<file path="src/rtl/mem_arb_pkg.sv">
// Shared types and default widths for the unified memory port arbiter.
//   arb_state_t : arbiter FSM states (IDLE, IF_BUSY, ME_BUSY)
//   owner_t     : bus owner encoding (OWN_IF=0, OWN_ME=1)
package mem_arb_pkg;

   localparam int unsigned ADDR_W_DEF = 20;
   localparam int unsigned DATA_W_DEF = 16;

   typedef enum logic [1:0] {
      IDLE    = 2'd0,
      IF_BUSY = 2'd1,
      ME_BUSY = 2'd2
   } arb_state_t;

   typedef enum logic {
      OWN_IF = 1'b0,
      OWN_ME = 1'b1
   } owner_t;

endpackage

</file>
<file path="src/rtl/mem_arb_grant.sv">
// Grant decision for the unified memory port: eligibility masking, ME-first
// priority and the run counter that bounds consecutive ME grants while IF waits.
//   clk, rst_n          : clock, async active-low reset
//   idle                : arbiter FSM is in IDLE (grants only happen there)
//   if_req, if_flush    : IF request and branch flush
//   if_valid, me_valid  : completion pulses currently on the outputs
//   me_req              : ME request
//   grant_c, owner_c    : combinational grant and its owner
module mem_arb_grant
   import mem_arb_pkg::*;
#(
   parameter int unsigned MAX_D_RUN = 4
)
(
   input  logic   clk,
   input  logic   rst_n,
   input  logic   idle,
   input  logic   if_req,
   input  logic   if_flush,
   input  logic   if_valid,
   input  logic   me_req,
   input  logic   me_valid,
   output logic   grant_c,
   output owner_t owner_c
);

   localparam int unsigned RUN_W = $clog2(MAX_D_RUN + 1);

   logic [RUN_W-1:0] run_q;
   logic [RUN_W-1:0] run_d;
   logic             if_elig;
   logic             me_elig;

   // A requester completing this cycle sits out, so it cannot be granted twice.
   always_comb begin
      grant_c = 1'b0;
      owner_c = OWN_IF;
      if_elig = if_req & ~if_flush & ~if_valid;
      me_elig = me_req & ~me_valid;
      if (idle) begin
         if (me_elig && (!if_elig || (run_q < RUN_W'(MAX_D_RUN)))) begin
            grant_c = 1'b1;
            owner_c = OWN_ME;
         end else if (if_elig) begin
            grant_c = 1'b1;
            owner_c = OWN_IF;
         end
      end
   end

   // Run counts ME grants made while IF is asking; any IF grant or IF going quiet resets it.
   always_comb begin
      run_d = run_q;
      if (idle) begin
         if (grant_c && (owner_c == OWN_IF)) begin
            run_d = '0;
         end else if (!if_req) begin
            run_d = '0;
         end else if (grant_c && (run_q != RUN_W'(MAX_D_RUN))) begin
            run_d = run_q + RUN_W'(1);
         end
      end
   end

   always_ff @(posedge clk or negedge rst_n) begin
      if (!rst_n) begin
         run_q <= '0;
      end else begin
         run_q <= run_d;
      end
   end

endmodule

</file>
<file path="src/rtl/mem_port_arbiter.sv">
// Shares one memory port between instruction fetch (IF) and the memory stage
// (ME). One bus transaction at a time over a req/ack handshake; ME has
// priority with a starvation guard for IF.
//   clk, rst_n                      : clock, async active-low reset
//   if_req/if_addr/if_flush         : IF read request, address, branch cancel
//   if_rdata/if_valid               : IF response and completion pulse
//   me_req/me_wr/me_addr/me_wdata   : ME request (read or write)
//   me_rdata/me_valid               : ME response and completion pulse
//   stall_if, stall_me              : combinational pipeline stalls
//   mem_req/mem_wr/mem_addr/mem_wdata : registered bus request
//   mem_rdata, mem_ack              : bus response
module mem_port_arbiter
   import mem_arb_pkg::*;
#(
   parameter int unsigned ADDR_W    = ADDR_W_DEF,
   parameter int unsigned DATA_W    = DATA_W_DEF,
   parameter int unsigned MAX_D_RUN = 4
)
(
   input  logic              clk,
   input  logic              rst_n,
   input  logic              if_req,
   input  logic [ADDR_W-1:0] if_addr,
   input  logic              if_flush,
   output logic [DATA_W-1:0] if_rdata,
   output logic              if_valid,
   input  logic              me_req,
   input  logic              me_wr,
   input  logic [ADDR_W-1:0] me_addr,
   input  logic [DATA_W-1:0] me_wdata,
   output logic [DATA_W-1:0] me_rdata,
   output logic              me_valid,
   output logic              stall_if,
   output logic              stall_me,
   output logic              mem_req,
   output logic              mem_wr,
   output logic [ADDR_W-1:0] mem_addr,
   output logic [DATA_W-1:0] mem_wdata,
   input  logic [DATA_W-1:0] mem_rdata,
   input  logic              mem_ack
);

   arb_state_t        state_q;
   arb_state_t        state_d;
   logic              drop_q;
   logic              drop_d;
   logic              mem_req_d;
   logic              mem_wr_d;
   logic [ADDR_W-1:0] mem_addr_d;
   logic [DATA_W-1:0] mem_wdata_d;
   logic              if_valid_d;
   logic              me_valid_d;
   logic [DATA_W-1:0] if_rdata_d;
   logic [DATA_W-1:0] me_rdata_d;
   logic              idle_c;
   logic              grant_c;
   owner_t            owner_c;
   logic              ack_c;

   assign stall_if = if_req & ~if_valid;
   assign stall_me = me_req & ~me_valid;
   assign idle_c   = (state_q == IDLE);
   // The bus can only complete something it was asked for.
   assign ack_c    = mem_ack & mem_req;

   mem_arb_grant #(
      .MAX_D_RUN (MAX_D_RUN)
   ) u_grant (
      .clk      (clk),
      .rst_n    (rst_n),
      .idle     (idle_c),
      .if_req   (if_req),
      .if_flush (if_flush),
      .if_valid (if_valid),
      .me_req   (me_req),
      .me_valid (me_valid),
      .grant_c  (grant_c),
      .owner_c  (owner_c)
   );

   // Next state, bus request and response capture.
   always_comb begin
      state_d     = state_q;
      drop_d      = drop_q;
      mem_req_d   = mem_req;
      mem_wr_d    = mem_wr;
      mem_addr_d  = mem_addr;
      mem_wdata_d = mem_wdata;
      if_valid_d  = 1'b0;
      me_valid_d  = 1'b0;
      if_rdata_d  = if_rdata;
      me_rdata_d  = me_rdata;
      case (state_q)
         IDLE: begin
            if (grant_c) begin
               mem_req_d = 1'b1;
               if (owner_c == OWN_ME) begin
                  state_d     = ME_BUSY;
                  mem_wr_d    = me_wr;
                  mem_addr_d  = me_addr;
                  mem_wdata_d = me_wdata;
               end else begin
                  state_d     = IF_BUSY;
                  mem_wr_d    = 1'b0;
                  mem_addr_d  = if_addr;
                  mem_wdata_d = '0;
               end
            end
         end
         IF_BUSY: begin
            // A flushed fetch still runs to completion on the bus; only the pulse is dropped.
            if (ack_c) begin
               state_d    = IDLE;
               mem_req_d  = 1'b0;
               if_rdata_d = mem_rdata;
               if_valid_d = ~(drop_q | if_flush);
               drop_d     = 1'b0;
            end else if (if_flush) begin
               drop_d = 1'b1;
            end
         end
         ME_BUSY: begin
            if (ack_c) begin
               state_d    = IDLE;
               mem_req_d  = 1'b0;
               me_rdata_d = mem_rdata;
               me_valid_d = 1'b1;
            end
         end
         default: begin
            state_d   = IDLE;
            mem_req_d = 1'b0;
         end
      endcase
   end

   always_ff @(posedge clk or negedge rst_n) begin
      if (!rst_n) begin
         state_q   <= IDLE;
         drop_q    <= 1'b0;
         mem_req   <= 1'b0;
         mem_wr    <= 1'b0;
         mem_addr  <= '0;
         mem_wdata <= '0;
         if_valid  <= 1'b0;
         me_valid  <= 1'b0;
         if_rdata  <= '0;
         me_rdata  <= '0;
      end else begin
         state_q   <= state_d;
         drop_q    <= drop_d;
         mem_req   <= mem_req_d;
         mem_wr    <= mem_wr_d;
         mem_addr  <= mem_addr_d;
         mem_wdata <= mem_wdata_d;
         if_valid  <= if_valid_d;
         me_valid  <= me_valid_d;
         if_rdata  <= if_rdata_d;
         me_rdata  <= me_rdata_d;
      end
   end

endmodule

</file>
<file path="config.mk">
export PLATFORM = sky130hd
export DESIGN_NAME = mem_port_arbiter
export DESIGN_NICKNAME = d
export VERILOG_FILES = /design/src/rtl/mem_arb_pkg.sv /design/src/rtl/mem_arb_grant.sv /design/src/rtl/mem_port_arbiter.sv
export SDC_FILE = /design/constraint.sdc
export NUM_CORES = 1
export LEC_CHECK = 0
export CAP_MARGIN = 30
export CORE_MARGIN = 1.5
export CORE_UTILIZATION = 40
export CTS_CLUSTER_SIZE = 16
export DETAILED_ROUTE_END_ITERATION = 16
export HOLD_SLACK_MARGIN = 0.05
export PLACE_DENSITY = 0.89
export SKIP_LAST_GASP = 1
export SLEW_MARGIN = 20
export SYNTH_ARGS = -nofsm -noshare
export SYNTH_HDL_FRONTEND = slang
export SYNTH_SLANG_ARGS = --single-unit
</file>
<file path="constraint.sdc">
create_clock -name clk -period 1.9 [get_ports clk]
set_input_delay 0.19 -clock clk [delete_from_list [all_inputs] [get_ports clk]]
set_output_delay 0.19 -clock clk [all_outputs]
set_load 0.05 [all_outputs]
</file>
==> results.cfg <==
[layout]
final.fill_count = 603
nets = 521
area_delta_synth_final_pct = 60.7
fin_util_pct = 67.2
drive_above_1_share_pct = 16.7
insertedDiodeCount = 0
finalInstanceArea_um2 = 5270

[clock_tree]
cts_setup_buffers = 0
cts_root_buf = clkbuf_8
cts_tree = yes
cts-buffers-inserted = 9
clock_latency_ps = 350
cts_buffer_depth = 2
clk_pin_slew_ps = 80
htreeDepth = 3
cts_sinks = 78

[synthesis]
synthAdderAreaFrac_pct = 1.91
synth_top_family_by_area = compound AO/OA/AOI/OAI gates
synth-xor-area-share_pct = 0
synth_cell_types = 33
synthMuxAreaShare_pct = 11.0
synth.net_count = 359
synthCells = 275
seq_area_frac_synth_pct = 59.5
yosys_warnings = 0
synth_compound_area_share_pct = 15.3
syn-cell-area_um2 = 3280
synth_seq_cells = 78
syn_avg_cell_area_um2 = 11.9
synth-simple-area-share_pct = 8.54

[critical_path]
cp_top_family = buffers and inverters
cp_data_required_time_ps = 1710
critPathKind = flip-flop to primary output
crit_chain = clkdlybuf4s50_1
end_kind = primary output
timing.critical_path.buf_inv = 1
critPathLaunchType = flip-flop
worstReg2RegStart = state_q[1]$_DFFE_PN0P_
arrival_ps = 1520
crit_fanout = 2
cp_slowest_stage_delay_ps = 820
slowest_stage = clkdlybuf4s50_1
crit_start = mem_addr[13]$_DFFE_PN0P_

[global_routing]
grtUsageMet3_pct = 5.37
grt_util_met1_pct = 24.1
grt_pass1_vias = 3002
grtUsageTotal_pct = 20.2
antenna_found_initial = 0
grt_max_degree = 49
grt-busiest-layer = met2
met2_usage_pct = 36.1
grt_overflow_total = 0
grt_pass1_wl_um = 14000

[sta]
slew_viol_final = 0
setup_viol = 0
rsz0062_at_grt = no
min_period_over_period_pct = 90.2
skew_ps = 11.2
hold_viol = 0
period_needed_ps = 1710
slew_headroom_pct = 57.6
fmax_mhz = 583
setup_slack_ps = 186
worst_pin_slew_ps = 637

[power]
power_density_nw_per_um2 = 1970
power_mw = 10.4
ir_drop_v = 0.00124
cellLeakagePower_nw = 2.27

[floorplanning]
start_util_pct = 41.8
num_rows = 32
die_h_um = 93.6
coreArea_um2 = 7850
io_pins = 153
die_width_um = 93.6
dieArea_um2 = 8750

[drt]
vias = 2779
drc = 0
drtIter0Drc = 96
ant_nets = 0
routed_wl_um = 8440
drt-pass1-iter-count = 4
viasPerCell = 5.11
wl_per_cell_um = 15.5

[place]
place_ws_ps = 38.0
place_hpwl_um = 6170
io_buffers = 152
place_area_um2 = 5010
gp_congestion = 0.758

[flow_run]
max_cap_viol_count = 0

[status]
status = completed

[min_path]
min-delay-start = if_addr[14]
hold_path_class = input pin to flip-flop
cells in the mapped netlist, drive strengths merged:
cell type,number,area share (%)
a22o,17,4.5
a22oi,1,0.23
a21o,1,0.46
a31oi,2,0.38
o22ai,2,0.38
nand2b,1,0.19
nand3b,1,0.23
nand2,27,3.1
nand4,1,0.19
inv,7,0.80
mux2,32,11
a211oi,1,0.23
nor3,1,0.15
dfrtp,78,59
buf,13,2.9
o21a,1,0.23
ha,5,1.9
and3,2,0.38
a2bb2oi,1,0.27
nor3b,1,0.57
nor2,22,2.7
clkbuf,1,0.11
o31ai,2,0.46
o21ai,6,1.0
nand3,2,0.61
o41ai,1,0.27
a21oi,44,6.8
nor2b,2,0.38
sequential cells by signal (all words and copies together), names as in the netlist, 2 cells and up:
register,count
u_grant.run_q,3
mem_wdata,16
mem_addr,20
if_rdata,16
state_q,2
me_rdata,16
power breakdown:
part           switching (mW)  total (mW)  internal [mW]  leakage (nW)
registers               0.440        2.88           2.44         0.943
logic                    3.79        5.97           2.18          1.20
clock network           0.597        1.54          0.947         0.130
layout make-up:
type	count	area, µm²	area share [%]
multi-input cells	176	1200	22.9
clock buffers	11	151	2.87
clock inverters	5	104	1.97
well taps	102	128	2.42
inverters	7	30.0	0.570
repair buffers	165	1700	32.3
flip-flops and latches	78	1950	37.1
layer usage:
metal | wire (µm) | part of all wire, % | up-vias
li1 | - | - | 1295
met1 | 3390 | 40 | 1355
met2 | 4250 | 50 | 120
met3 | 724 | 8.6 | 9
met4 | 69 | 0.82 | 0
met5 | 0 | 0 | -
cell families after synthesis:
| group | count (synthesis) |
|---|---|
| AOI/OAI and AO/OA | 79 |
| DFF | 78 |
| and+or+nand+nor | 60 |
| muxes | 32 |
| buffers and inverters | 21 |
| adders and majority gates | 5 |
final timing paths:
kind / cells past startpoint / endpoint / slack [ps]
setup reg to reg: 5 / mem_wdata[7]$_DFFE_PN0P_ / 210
min in group asynchronous: 2 / if_rdata[1]$_DFFE_PN0P_ / 420
setup / recovery: 1 / mem_addr[13] / 190
hold reg to reg: 1 / if_valid$_DFF_PN0_ / 420
hold / removal: 3 / mem_addr[14]$_DFFE_PN0P_ / 380
max in group asynchronous: 3 / mem_wdata[3]$_DFFE_PN0P_ / 890
timing repair:
action                                 4_1_cts  5_1_grt
endpoints found under the hold margin       47        0
hold buffers                                 1        0
resized for setup                            0        0
metrics by stage:
step	instances	setup TNS [ps]	hold slack [ps]
after detailed placement	527	0	248
after global routing	544	0	386
final	544	0	378
after global placement	526	-1760	237
after floorplan	275	0	-106
after CTS	544	0	367
layout by cell type (no fill, tap or decap):
cell	netlist	final
a211oi_1	1	1
a21o_4	1	1
a21oi_1	43	43
a21oi_2	1	1
a22o_1	17	17
a22oi_1	1	1
a2bb2oi_1	1	1
a31oi_1	2	2
and3_1	2	2
buf_12	0	7
buf_4	4	9
buf_6	3	1
bufinv_16	0	3
clkbuf_8	0	11
clkdlybuf4s50_1	0	147
clkinv_2	0	1
clkinvlp_4	0	1
dfrtp_1	78	77
dfrtp_2	0	1
dlygate4sd3_1	0	1
ha_1	5	5
inv_1	7	6
inv_6	0	1
mux2_2	32	32
nand2_1	27	27
nand2b_1	1	1
nand3_2	2	2
nand3b_1	1	1
nand4_1	1	1
nor2_1	21	21
nor2_4	1	1
nor2b_1	2	2
nor3_1	1	1
nor3b_4	1	1
o21a_1	1	1
o21ai_0	5	5
o21ai_2	1	1
o22ai_1	2	2
o31ai_1	2	2
o41ai_1	1	1
Power figures use the tool's default switching activity.
